[config.mk]
export PLATFORM = sky130hd
export DESIGN_NAME = spi_frame_sender
export DESIGN_NICKNAME = d
export VERILOG_FILES = /design/src/rtl/spi_frame_sender.sv
export SDC_FILE = /design/constraint.sdc
export NUM_CORES = 1
export LEC_CHECK = 0
export CAP_MARGIN = 15
export CELL_PAD_IN_SITES_DETAIL_PLACEMENT = 0
export CELL_PAD_IN_SITES_GLOBAL_PLACEMENT = 1
export CORE_MARGIN = 3
export CORE_UTILIZATION = 39
export CTS_BUF_LIST = sky130_fd_sc_hd__clkbuf_4
export CTS_CLUSTER_SIZE = 12
export DETAILED_ROUTE_END_ITERATION = 12
export DONT_BUFFER_PORTS = 1
export PLACE_DENSITY_LB_ADDON = 0.1
export SLEW_MARGIN = 20
export SYNTH_ARGS = -nofsm -noshare
export SYNTH_HDL_FRONTEND = slang
export SYNTH_SLANG_ARGS = --single-unit
[constraint.sdc]
create_clock -name CLK -period 5.1 [get_ports CLK]
set_clock_uncertainty 0.05 [all_clocks]
set_input_delay 0.765 -clock CLK [delete_from_list [all_inputs] [get_ports CLK]]
set_output_delay 0.765 -clock CLK [all_outputs]
set_load 0.02 [all_outputs]
[src/rtl/spi_frame_sender.sv]
// Buffered CLK/DATA/LOAD/STOP frame transmitter: releases complete messages MSB-first.
// Optional build macro SPI_PARITY_EN appends an even-parity bit period to every word.
module spi_frame_sender #(
    parameter int DEPTH    = 64,
    parameter int CLK_DIV  = 2,
    parameter int GAP_BITS = 1
) (
    input  logic        CLK,
    input  logic        RST,
    input  logic [15:0] WR_DATA,
    input  logic        WR_REQ,
    input  logic        WR_LAST,
    output logic        FULL,
    output logic        OVF,
    output logic        SPI_CLK,
    output logic        SPI_DATA,
    output logic        SPI_LOAD,
    output logic        SPI_STOP,
    output logic        BUSY,
    output logic [7:0]  MSG_CNT
);
    // state | meaning
    // IDLE  | nothing to send; LOAD/STOP/DATA low
    // FETCH | word popped into shift register, waiting for next bit-period start
    // SHIFT | LOAD high, one bit per period, MSB first
    // GAP   | LOAD low between words of a message (also parks when drain empties buffer)
    // STOP  | one bit period with STOP high after the final word
    typedef enum logic [2:0] {S_IDLE, S_FETCH, S_SHIFT, S_GAP, S_STOP} state_t;

`ifdef SPI_PARITY_EN
    localparam int SR_W = 17;
`else
    localparam int SR_W = 16;
`endif
    localparam int AW    = $clog2(DEPTH);
    localparam int CNT_W = AW + 1;
    localparam int DIV_W = (CLK_DIV > 2) ? $clog2(CLK_DIV) : 1;
    localparam int GAP_W = (GAP_BITS > 2) ? $clog2(GAP_BITS) : 1;

    state_t            state, next_state;
    logic [16:0]       mem [DEPTH];
    logic [AW-1:0]     wr_ptr, rd_ptr;
    logic [CNT_W-1:0]  count;
    logic [7:0]        msg_cnt;
    logic              ovf;
    logic              spi_clk;
    logic [DIV_W-1:0]  div_cnt;
    logic [SR_W-1:0]   shift_reg;
    logic              last_flag;
    logic [4:0]        bit_cnt;
    logic [GAP_W-1:0]  gap_cnt;
    logic              drain_open;
    logic              full, empty, wr_en, pop, bit_tick;
    logic              inc_msg, dec_msg, forced_start;
    logic [16:0]       rd_word;
    logic              out_data, out_load, out_stop, out_busy;

    assign full     = (count == CNT_W'(DEPTH));
    assign empty    = (count == '0);
    assign wr_en    = WR_REQ && !full;
    assign rd_word  = mem[rd_ptr];
    assign bit_tick = (div_cnt == '0) && spi_clk;

    always_ff @(posedge CLK) begin
        if (RST) begin
            spi_clk <= 1'b0;
            div_cnt <= DIV_W'(CLK_DIV - 1);
        end else if (div_cnt == '0) begin
            spi_clk <= ~spi_clk;
            div_cnt <= DIV_W'(CLK_DIV - 1);
        end else begin
            div_cnt <= div_cnt - 1'b1;
        end
    end

    always_ff @(posedge CLK) begin
        if (wr_en) mem[wr_ptr] <= {WR_LAST, WR_DATA};
    end

    always_ff @(posedge CLK) begin
        if (RST) begin
            wr_ptr <= '0;
            rd_ptr <= '0;
            count  <= '0;
            ovf    <= 1'b0;
        end else begin
            if (wr_en) wr_ptr <= wr_ptr + 1'b1;
            if (pop)   rd_ptr <= rd_ptr + 1'b1;
            case ({wr_en, pop})
                2'b10:   count <= count + 1'b1;
                2'b01:   count <= count - 1'b1;
                default: count <= count;
            endcase
            if (WR_REQ && full) ovf <= 1'b1;
        end
    end

    // A forced drain has already started the open message, so its closing write is not counted.
    assign forced_start = (state == S_IDLE) && (next_state == S_FETCH) && (msg_cnt == 8'd0);
    assign dec_msg      = (state == S_IDLE) && (next_state == S_FETCH) && (msg_cnt != 8'd0);
    assign inc_msg      = wr_en && WR_LAST && !drain_open;

    always_ff @(posedge CLK) begin
        if (RST) begin
            msg_cnt    <= 8'd0;
            drain_open <= 1'b0;
        end else begin
            if (inc_msg && !dec_msg && msg_cnt != 8'd255) msg_cnt <= msg_cnt + 1'b1;
            else if (dec_msg && !inc_msg)                 msg_cnt <= msg_cnt - 1'b1;
            if (forced_start)             drain_open <= 1'b1;
            else if (wr_en && WR_LAST)    drain_open <= 1'b0;
        end
    end

    always_ff @(posedge CLK) begin
        if (RST) state <= S_IDLE;
        else     state <= next_state;
    end

    always_comb begin
        next_state = state;
        pop        = 1'b0;
        case (state)
            S_IDLE: begin
                if (!empty && (msg_cnt != 8'd0 || full)) begin
                    next_state = S_FETCH;
                    pop        = 1'b1;
                end
            end
            S_FETCH: if (bit_tick) next_state = S_SHIFT;
            S_SHIFT: begin
                if (bit_tick && bit_cnt == 5'd0) begin
                    if (last_flag) begin
                        next_state = S_STOP;
                    end else if (GAP_BITS == 0 && !empty) begin
                        next_state = S_SHIFT;
                        pop        = 1'b1;
                    end else begin
                        next_state = S_GAP;
                    end
                end
            end
            // Fetch starts inside the last gap period so FETCH absorbs no extra bit period.
            S_GAP: begin
                if (gap_cnt == '0 && !empty) begin
                    next_state = S_FETCH;
                    pop        = 1'b1;
                end
            end
            S_STOP:  if (bit_tick) next_state = S_IDLE;
            default: next_state = S_IDLE;
        endcase
    end

    always_ff @(posedge CLK) begin
        if (RST) begin
            shift_reg <= '0;
            last_flag <= 1'b0;
            bit_cnt   <= 5'd0;
            gap_cnt   <= '0;
        end else begin
            if (pop) begin
`ifdef SPI_PARITY_EN
                shift_reg <= {rd_word[15:0], ^rd_word[15:0]};
`else
                shift_reg <= rd_word[15:0];
`endif
                last_flag <= rd_word[16];
                bit_cnt   <= 5'(SR_W - 1);
            end else if (state == S_SHIFT && bit_tick) begin
                shift_reg <= shift_reg << 1;
                if (bit_cnt != 5'd0) bit_cnt <= bit_cnt - 1'b1;
            end
            if (state == S_SHIFT && next_state == S_GAP)
                gap_cnt <= (GAP_BITS > 0) ? GAP_W'(GAP_BITS - 1) : '0;
            else if (state == S_GAP && bit_tick && gap_cnt != '0)
                gap_cnt <= gap_cnt - 1'b1;
        end
    end

    always_comb begin
        out_data = 1'b0;
        out_load = 1'b0;
        out_stop = 1'b0;
        out_busy = (state != S_IDLE);
        case (state)
            S_SHIFT: begin
                out_load = 1'b1;
                out_data = shift_reg[SR_W-1];
            end
            S_STOP:  out_stop = 1'b1;
            default: ;
        endcase
    end

    assign FULL     = full;
    assign OVF      = ovf;
    assign SPI_CLK  = spi_clk;
    assign SPI_DATA = out_data;
    assign SPI_LOAD = out_load;
    assign SPI_STOP = out_stop;
    assign BUSY     = out_busy;
    assign MSG_CNT  = msg_cnt;

endmodule

==> results_dict.tcl, run 1 <==
set metrics [dict create \
    crit_path_start_kind "flip-flop" \
    design_power_mw 23.9 \
    synth_top_flop_cell "edfxtp_1" \
    syn_inst 2208 \
    timing.final.crit_period_ns 3.79 \
    netlist_top_cells_area "edfxtp_1 73%, mux4_2 13%, dfxtp_1 2.8%" \
    grt_first_pass_wirelength_um 177000 \
    pin_count 35 \
    post_route_cells_drive_above_1_share 0.352 \
    cp_data_required_time_ns 6.04 \
    cp.arrival_ns 4.73 \
    routed_via_density 5.53 \
    multi_input_area_um2 10400 \
    yosysSeqAreaShare 0.754 \
    p_leak_nw 16.5 \
    layout.core_utilization 0.456 \
    ordered_cell_list_for_the_critical_path "or4_1 > nor2_1 > nor2_1 > or4_4 > ha_1 > a21o_1 > a21oi_1 > o21ai_0 > o41ai_1 > mux2i_1 > xnor2_1 > nor2_1" \
    hold_path_startpoint "WR_REQ" \
    grt_usage 0.206 \
    timing.final.crit_share 0.744 \
    die_width_um 346 \
    hold_ws_ns 0.253 \
    max_cap_viol_count 0 \
    drtIter0Drc 2085 \
    register_area_um2 33900 \
    firstDrtPassIters 5 \
    row_count 123 \
    clock_insertion_delay_worst_skew_ns 1.14 \
    path_max_fanout 10 \
    ys_ff_latch 1151 \
    fmaxAchievable_mhz 264 \
    largest_register_ffs 1088 \
    clock_path_buffers 4 \
    synth_cell_types 66 \
    ys_async_sr_fraction 0 \
    regToRegStartpoint "MSG_CNT[0]$_SDFFE_PP0P_" \
    final_antenna_net_count 0 \
    cts_tree "done" \
    hold_violation_count_in_the_final_report 0 \
    pin_count_of_the_biggest_net_entering_global_routing 84 \
    floorplan.core_area_um2 113000 \
    route.vias.total 23600 \
    grt_antenna_before_repair 13 \
    initial_core_util 0.397 \
    post_synth_instance_area_um2 45000 \
    slew_headroom 0.351 \
    synthesis.area_per_instance_um2 20.4 \
    path_common_cell "nor2_1" \
    final.fill_count 9758 \
    critPathSlowestCell "or4_1" \
    final.setup.tns_ns 0 \
    total_congestion_overflow_after_global_routing 0 \
    endpoint "MSG_CNT[7]$_SDFFE_PP0P_" \
    peakVddDrop_mv 0.434 \
    synth_commonest_cells "1088 x edfxtp_1, 262 x mux4_2, 137 x nor2_1" \
    rsz0062_at_grt "no" \
    yosysMostFrequentCell "edfxtp_1" \
    synth_enable_flop_cells 1088 \
    final_max_slew_viol_count 0 \
    cts_inserted_buffers 322 \
    place.gp.congestion 0.781 \
    critPathLaunch "MSG_CNT[0]$_SDFFE_PP0P_" \
    numClockSinks 1151 \
    crit_type "reg -> reg" \
    cts_post_setup_buffers_inserted 0 \
    r2r-end "MSG_CNT[7]$_SDFFE_PP0P_" \
    synth.top_cell.area_share 0.726 \
    power_density_nw_per_um2 461 \
    synthesis.yosys.warnings 0 \
    clk_pin_slew_ns 0.07 \
    die_area_um2 119000 \
    timing_worst_slew_pin_value_ns 0.974 \
    synth_nets 2247 \
    synth_top_cell_by_area "edfxtp_1" \
    cts_root_buf "clkbuf_4" \
    htree_levels 5 \
    rrSetupSlack_ns 1.31 \
    design.final.nets 2600 \
    finalSetupViolations 0 \
    post-dp-hpwl_um 70800 \
    hold_path.class "in -> reg" \
    route.final.wire_length_um 122000 \
    grt_pass1_vias 24700 \
    drcViolationCount 0 \
    area_growth_syn_to_layout_pct 15.0 \
    port_buffers 0 \
    worstRegToRegCells 12 \
    wl_per_cell_um 28.7 \
    outcome "finished, final reports clean" \
    worst_setup_path_end_kind "flip-flop" \
    critPathMaxStageDelay_ns 0.64 \
    fp.dieH_um 346 \
]
[repair_timing]
item,in CTS,in global routing
hold endpoints to repair,1151,0
hold buffers,40,0
gates resized for setup,0,0
[worst min path at each step]
stage,slack [ns],end,depth (start not counted)
6_report,0.25,OVF$_SDFFE_PP0P_,3
5_1_grt,0.18,OVF$_SDFFE_PP0P_,3
4_1_cts,0.06,OVF$_SDFFE_PP0P_,3
3_5_place_dp,0.37,div_cnt$_SDFF_PP1_,1
3_3_place_gp,0.35,div_cnt$_SDFF_PP1_,1
2_1_floorplan,0.34,div_cnt$_SDFF_PP1_,1
[stage by stage]
| step | std cells | cell area (µm²) | setup WS (ns) |
|---|---|---|---|
| final | 4268 | 51700 | 1.31 |
| after global routing | 4261 | 51700 | 1.01 |
| after CTS | 4258 | 51700 | 1.28 |
| after detailed placement | 3697 | 47100 | 1.27 |
| after global placement | 3697 | 47100 | 1.27 |
| after floorplan | 2208 | 45000 | 1.37 |
[critical path, delay by kind of cell (launching register included)]
kind	cells	cell delay [ns]
adder cells (fa/ha/maj)	1	0.30
AND/OR/NAND/NOR	5	1.50
AO/OA/AOI/OAI	4	0.93
flip-flops	1	0.44
XOR/XNOR	1	0.14
multiplexers	1	0.28
[area by class of cell]
class                   instances  area share
diodes                         10    0.000484
flip-flops and latches       1151       0.656
repair buffers                149      0.0311
inverters                      15     0.00109
clock inverters                56     0.00701
multi-input cells             922       0.201
clock buffers                 465      0.0675
well taps                    1500      0.0363
[where the power goes]
part | switching [mW] | internal, mW
clock | 3.64 | 4.39
combinational | 2.85 | 2.22
sequential | 0.239 | 10.5
total | 6.73 | 17.1
[layer usage]
metal | GRT usage | vias up | share of wire
met1 | 0.303 | 12600 | 0.45
met4 | 0.0604 | 2 | 0.019
met2 | 0.309 | 821 | 0.46
met3 | 0.0437 | 159 | 0.064
li1 | - | 10100 | -
met5 | 0 | - | 0.00011
[cell families (layout without fill, tap and decap cells)]
family,after synthesis,count (layout),synth area share
multiplexers,343,343,0.151
flip-flops,1151,1151,0.754
buffers and inverters,135,685,0.0173
other,0,10,0
AND/OR/NAND/NOR,334,334,0.0346
adder cells (fa/ha/maj),19,19,0.00562
XOR/XNOR,23,23,0.00448
AO/OA/AOI/OAI,203,203,0.0322
[placed cells by master, fill, tap and decap left out, types with 17 or more instances in the layout]
master,n
edfxtp_1,1088
clkbuf_4,465
mux4_2,262
buf_4,103
nor2_1,98
dfxtp_1,59
nand2_1,59
nand3_1,38
nor2_2,38
clkinv_1,38
mux2i_1,37
mux2_2,36
a21oi_1,35
a22oi_1,33
o22ai_1,29
nor3_1,24
nor2b_1,22
dlygate4sd3_1,22
a31oi_1,21
buf_16,18
ha_1,17
No activity file was read; power rests on OpenSTA's default activity.
==> run 2: changes to the inputs <==
==> constraint.sdc (replaced) <==
create_clock -name CLK -period 3.7 [get_ports CLK]
set_clock_uncertainty 0.05 [all_clocks]
set_input_delay 0.555 -clock CLK [delete_from_list [all_inputs] [get_ports CLK]]
set_output_delay 0.555 -clock CLK [all_outputs]
set_load 0.02 [all_outputs]
==> run 2 against run 1 <==
Against the previous run:
- clock power grew 39%
- core utilization grew 0.56 points
- register-to-register slack lost 1.2 ns
- clock-buffer cell count grew 9
- non-clock buffer count grew 57
- combinational power grew 46%
- setup slack lost 1.2 ns
- die area is the same
- largest power group unchanged
==> results_dict.tcl, run 2 (synthesized netlist as in run 1, its figures left out) <==
set metrics [dict create \
    floorplan.core_area_um2 113000 \
    power_density_nw_per_um2 638 \
    crit_path_start_kind "flip-flop" \
    cts_inserted_buffers 320 \
    crit_type "reg -> reg" \
    firstDrtPassIters 6 \
    timing_worst_slew_pin_value_ns 0.907 \
    combPwrFrac 0.222 \
    finalSetupViolations 0 \
    hold_ws_ns 0.374 \
    pin_count 35 \
    drtIter0Drc 2122 \
    pin_count_of_the_biggest_net_entering_global_routing 66 \
    power_switching_share 0.280 \
    p_seq_frac 0.443 \
    port_buffers 0 \
    multi_input_area_um2 10400 \
    timing.final.crit_share 0.978 \
    post-dp-hpwl_um 71500 \
    cts_tree "done" \
    row_count 123 \
    globalRoute.busiestLayer "met2" \
    most_common_library_cell_in_the_layout_ignoring_fill_and_taps "edfxtp_1" \
    register_area_um2 33900 \
    place.gp.congestion 0.818 \
    die_width_um 346 \
    cp.arrival_ns 4.59 \
    clock_insertion_delay_worst_skew_ns 1.16 \
    route.final.wire_length_um 123000 \
    grt_usage 0.206 \
    globalRouteMet3Util 0.0565 \
    final_antenna_net_count 0 \
    cp_data_required_time_ns 4.67 \
    cts_post_setup_buffers_inserted 0 \
    worst_setup_path_end_kind "flip-flop" \
    outcome "finished, final reports clean" \
    clock_path_buffers 4 \
    critPathSlowestCell "a2111oi_0" \
    total_congestion_overflow_after_global_routing 0 \
    wl_per_cell_um 28.4 \
    cpLargestDelayFamily "compound AO/OA/AOI/OAI gates" \
    final.setup.tns_ns 0 \
    route.vias.total 23800 \
    path_max_fanout 18 \
    timing.final.crit_period_ns 3.62 \
    fmaxAchievable_mhz 276 \
    p_int_mw 24.1 \
    design.final.nets 2655 \
    max_cap_viol_count 0 \
    p_leak_nw 16.9 \
    cts_root_buf "clkbuf_4" \
    drcViolationCount 0 \
    fp.dieH_um 346 \
    hold_violation_count_in_the_final_report 0 \
    critPathMaxStageDelay_ns 0.71 \
    largest_register_ffs 1088 \
    hold_path.class "reg -> reg" \
    ordered_cell_list_for_the_critical_path "nand2b_1 > o22ai_1 > nor3_1 > a2111oi_0 > a2111oi_0 > buf_4 > nor3_1 > a311oi_1" \
    htree_levels 5 \
    final.fill_count 9678 \
    numClockSinks 1151 \
    area_growth_syn_to_layout_pct 16.4 \
    net-switching-power_mw 9.36 \
    path_buf_inv 1 \
    peakVddDrop_mv 0.442 \
    initial_core_util 0.397 \
    final_max_slew_viol_count 0 \
    die_area_um2 119000 \
    grt_pass1_vias 25000 \
    power.clock.fraction 0.335 \
    slew_headroom 0.395 \
    layout_common_cells "1088 x edfxtp_1, 474 x clkbuf_4, 262 x mux4_2, 150 x buf_4, 89 x nor2_1" \
    post_route_cells_drive_above_1_share 0.371 \
    grt_antenna_before_repair 12 \
    met2_usage 0.317 \
    globalRouteMet1Util 0.287 \
    routed_via_density 5.50 \
    grt_first_pass_wirelength_um 177000 \
    clk_pin_slew_ns 0.07 \
]
[run 2: changes by cell type in the layout (fill, tap and decap cells not counted), sizes merged]
cell    delta
clkinv     -5
inv        +2
clkbuf     +9
diode      -4
buf       +57
[run 2: worst register-to-register path, delay by kind of cell (launching register included)]
kind            cells  cell delay [ns]
buf+inv             1             0.22
simple gates        3             1.22
flops               1             0.70
compound gates      4             1.30
[run 2: final timing paths]
path	from	end	slack (ns)	cells after the start
max	flip-flop	shift_reg[11]$_SDFFE_PP0P_	0.08	8
min	div_cnt$_SDFF_PP1_	div_cnt$_SDFF_PP1_	0.37	1
max reg2reg	flip-flop	shift_reg[11]$_SDFFE_PP0P_	0.08	8
min reg2reg	div_cnt$_SDFF_PP1_	div_cnt$_SDFF_PP1_	0.37	1
[run 2: timing repair]
action,4_1_cts,5_1_grt
endpoints found under the hold margin,1151,0
endpoints found under the setup margin,1,2
gates resized for setup,1,3
hold buffers,40,0
[run 2: power groups by stage]
stage	sequential (mW)	clock, mW	combinational (mW)
after global placement	15.1	0	7.12
after detailed placement	15.1	0	7.14
final	14.8	11.2	7.42
after CTS	14.8	11.6	7.50
after floorplan	15.0	0	5.07
after global routing	14.8	12.3	8.01
[run 2: per-layer routing]
| metal | wire length (µm) | vias up | part of all wire |
|---|---|---|---|
| met5 | 20 | - | 0.00016 |
| met4 | 2810 | 2 | 0.023 |
| met3 | 8930 | 145 | 0.073 |
| met2 | 57300 | 854 | 0.47 |
| met1 | 53700 | 12600 | 0.44 |
| li1 | - | 10200 | - |
[run 2: cell type report]
cell class,count,share of cell area
Multi-Input combinational cell,922,0.199
Inverter,15,0.00107
Sequential cell,1151,0.648
Antenna cell,6,0.000287
Timing Repair Buffer,206,0.0413
Clock buffer,474,0.0679
Tap cell,1500,0.0358
Clock inverter,53,0.00650
[run 2: stage by stage]
step	util	instance area [µm²]	power [mW]	std cells	setup slack [ns]
floorplan	-	45000	20.0	2208	0.0353
global placement	0.421	47700	22.2	3754	0.0942
detailed placement	0.421	47700	22.2	3754	0.0435
CTS	0.461	52300	33.9	4321	0.00137
global route	0.462	52400	35.2	4324	-0.00293
finish	0.462	52400	33.4	4327	0.0799
==> run 3: changes to the inputs <==
--- a/config.mk
+++ b/config.mk
@@ -8,10 +8,9 @@
 export CAP_MARGIN = 15
 export CELL_PAD_IN_SITES_DETAIL_PLACEMENT = 0
 export CELL_PAD_IN_SITES_GLOBAL_PLACEMENT = 1
-export CORE_MARGIN = 3
 export CORE_UTILIZATION = 39
 export CTS_BUF_LIST = sky130_fd_sc_hd__clkbuf_4
-export CTS_CLUSTER_SIZE = 12
+export CTS_CLUSTER_SIZE = 8
 export DETAILED_ROUTE_END_ITERATION = 12
 export DONT_BUFFER_PORTS = 1
 export PLACE_DENSITY_LB_ADDON = 0.1
==> constraint.sdc (replaced) <==
create_clock -name CLK -period 3.7 [get_ports CLK]
set_clock_uncertainty 0.05 [all_clocks]
set_input_delay 0.555 -clock CLK [delete_from_list [all_inputs] [get_ports CLK]]
set_output_delay 0.555 -clock CLK [all_outputs]
set_load 0.005 [all_outputs]
==> run 3 against run 2 <==
Against the previous run:
- non-clock buffer count is 3 higher
- register-to-register slack gained 0.15 ns
- clock-buffer cell count shrank 40
- setup slack better by 0.15 ns
- core utilization shrank 0.51 points
- worst hold slack is essentially flat
==> results_dict.tcl, run 3 (synthesized netlist as in run 1, its figures left out) <==
set metrics [dict create \
    outcome "finished, final reports clean" \
    post_route_cells_drive_above_1_share 0.355 \
    max_cap_viol_count 0 \
    pin_count_of_the_biggest_net_entering_global_routing 66 \
    design.final.nets 2659 \
    crit_path_start_kind "flip-flop" \
    fmaxAchievable_mhz 289 \
    route.vias.total 23700 \
    die_width_um 342 \
    wl_per_cell_um 28.4 \
    hold_violation_count_in_the_final_report 0 \
    drtIter0Drc 1835 \
    final_max_slew_viol_count 0 \
    hold_path.class "reg -> reg" \
    cts_tree "done" \
    hold_path_startpoint "div_cnt$_SDFF_PP1_" \
    worst_setup_path_end_kind "flip-flop" \
    final.fill_count 9788 \
    power_density_nw_per_um2 632 \
    timing.final.crit_share 0.937 \
    crit_type "reg -> reg" \
    finalSetupViolations 0 \
    numClockSinks 1151 \
    die_area_um2 117000 \
    rsz0062_at_grt "no" \
    firstDrtPassIters 5 \
    clk_pin_slew_ns 0.07 \
    design_area_um2 52200 \
    grt_usage 0.214 \
    total_congestion_overflow_after_global_routing 0 \
    grt_antenna_before_repair 8 \
    cts_post_setup_buffers_inserted 0 \
    clock_insertion_delay_worst_skew_ns 1.16 \
    grt_first_pass_wirelength_um 176000 \
    floorplan.core_area_um2 114000 \
    row_count 124 \
    drcViolationCount 0 \
    register_area_um2 33900 \
    regToRegStartpoint "MSG_CNT[3]$_SDFFE_PP0P_" \
    port_buffers 0 \
    critPathLaunch "MSG_CNT[3]$_SDFFE_PP0P_" \
    area_growth_syn_to_layout_pct 16.1 \
    cp_data_required_time_ns 4.64 \
    timing_worst_slew_pin_value_ns 0.907 \
    cp.arrival_ns 4.40 \
    largest_register_ffs 1088 \
    pin_count 35 \
    place.gp.congestion 0.794 \
    slew_headroom 0.394 \
    grt_pass1_vias 24900 \
    cts_inserted_buffers 321 \
    placement.cell_area_um2 47800 \
    hold_ws_ns 0.374 \
    routed_via_density 5.47 \
    fp.dieH_um 342 \
    post-dp-hpwl_um 72200 \
    p_leak_nw 16.8 \
    cts_root_buf "clkbuf_4" \
    final_antenna_net_count 0 \
    layout_common_cells "1088 x edfxtp_1, 434 x clkbuf_4, 262 x mux4_2, 152 x buf_4, 97 x nor2_1" \
    peakVddDrop_mv 0.532 \
    route.final.wire_length_um 123000 \
    most_common_library_cell_in_the_layout_ignoring_fill_and_taps "edfxtp_1" \
    initial_core_util 0.393 \
    final.setup.tns_ns 0 \
    timing.final.crit_period_ns 3.47 \
    multi_input_area_um2 10400 \
    htree_levels 5 \
    path_max_fanout 3 \
    clock_path_buffers 4 \
]
[run 3: changes by cell type in the layout (fill, tap and decap cells not counted), moves of 2 or more]
| cell | change |
|---|---|
| diode_2 | -4 |
| nor2_1 | +8 |
| clkbuf_4 | -40 |
| buf_4 | +2 |
| clkinv_2 | +3 |
| nor2_2 | -8 |
| clkinv_1 | +32 |
[run 3: area by class of cell]
type                            instances  share of cell area
Antenna cell                            2           0.0000958
Clock buffer                          434              0.0624
Clock inverter                         87             0.00896
Inverter                               15             0.00108
Multi-Input combinational cell        922               0.199
Sequential cell                      1151               0.650
Tap cell                             1512              0.0362
Timing Repair Buffer                  209              0.0421
[run 3: final timing paths]
kind	endpoint	slack, ns	depth (start not counted)
setup reg to reg	count[6]$_SDFFE_PP0P_	0.23	14
setup / recovery	count[6]$_SDFFE_PP0P_	0.23	14
hold / removal	div_cnt$_SDFF_PP1_	0.37	1
hold reg to reg	div_cnt$_SDFF_PP1_	0.37	1
[run 3: layer usage]
metal	share of wire	vias up	track usage
li1	-	10200	-
met4	0.016	2	0.0611
met3	0.060	136	0.0508
met5	0.000081	-	0
met2	0.47	766	0.330
met1	0.45	12600	0.303
[run 3: critical path: stages, from the launching register on]
cell      delay, ns
dfxtp_1        0.31
or4_1          0.55
a211oi_1       0.24
nor2_1         0.11
nor2_4         0.13
inv_2          0.04
ha_1           0.21
ha_1           0.31
nor2b_1        0.15
o21ai_0        0.17
nand2b_1       0.11
a21o_1         0.19
a21oi_1        0.17
mux2i_1        0.25
mux2_2         0.35
[run 3: where the power goes]
part	leakage (nW)	switching, mW	internal [mW]	total (mW)
sequential	10.3	0.278	14.5	14.8
combinational	4.23	4.02	3.40	7.42
clock	2.23	5.04	5.73	10.8
total	16.8	9.34	23.7	33.0
[run 3: timing repair]
item | in CTS | in global routing
endpoints found under the setup margin | 0 | 1
endpoints found under the hold margin | 1151 | 0
hold buffers | 40 | 0
gates resized for setup | 0 | 2
[run 3: stage by stage]
stage	worst slack, ns	cells	power (mW)	util
6_report	0.234	4332	33.0	0.457
5_1_grt	0.0241	4331	34.6	0.457
4_1_cts	0.0274	4330	33.5	0.456
3_5_place_dp	0.0618	3769	22.2	0.418
3_3_place_gp	0.0526	3769	22.2	0.418
2_1_floorplan	0.0387	2208	20.0	-
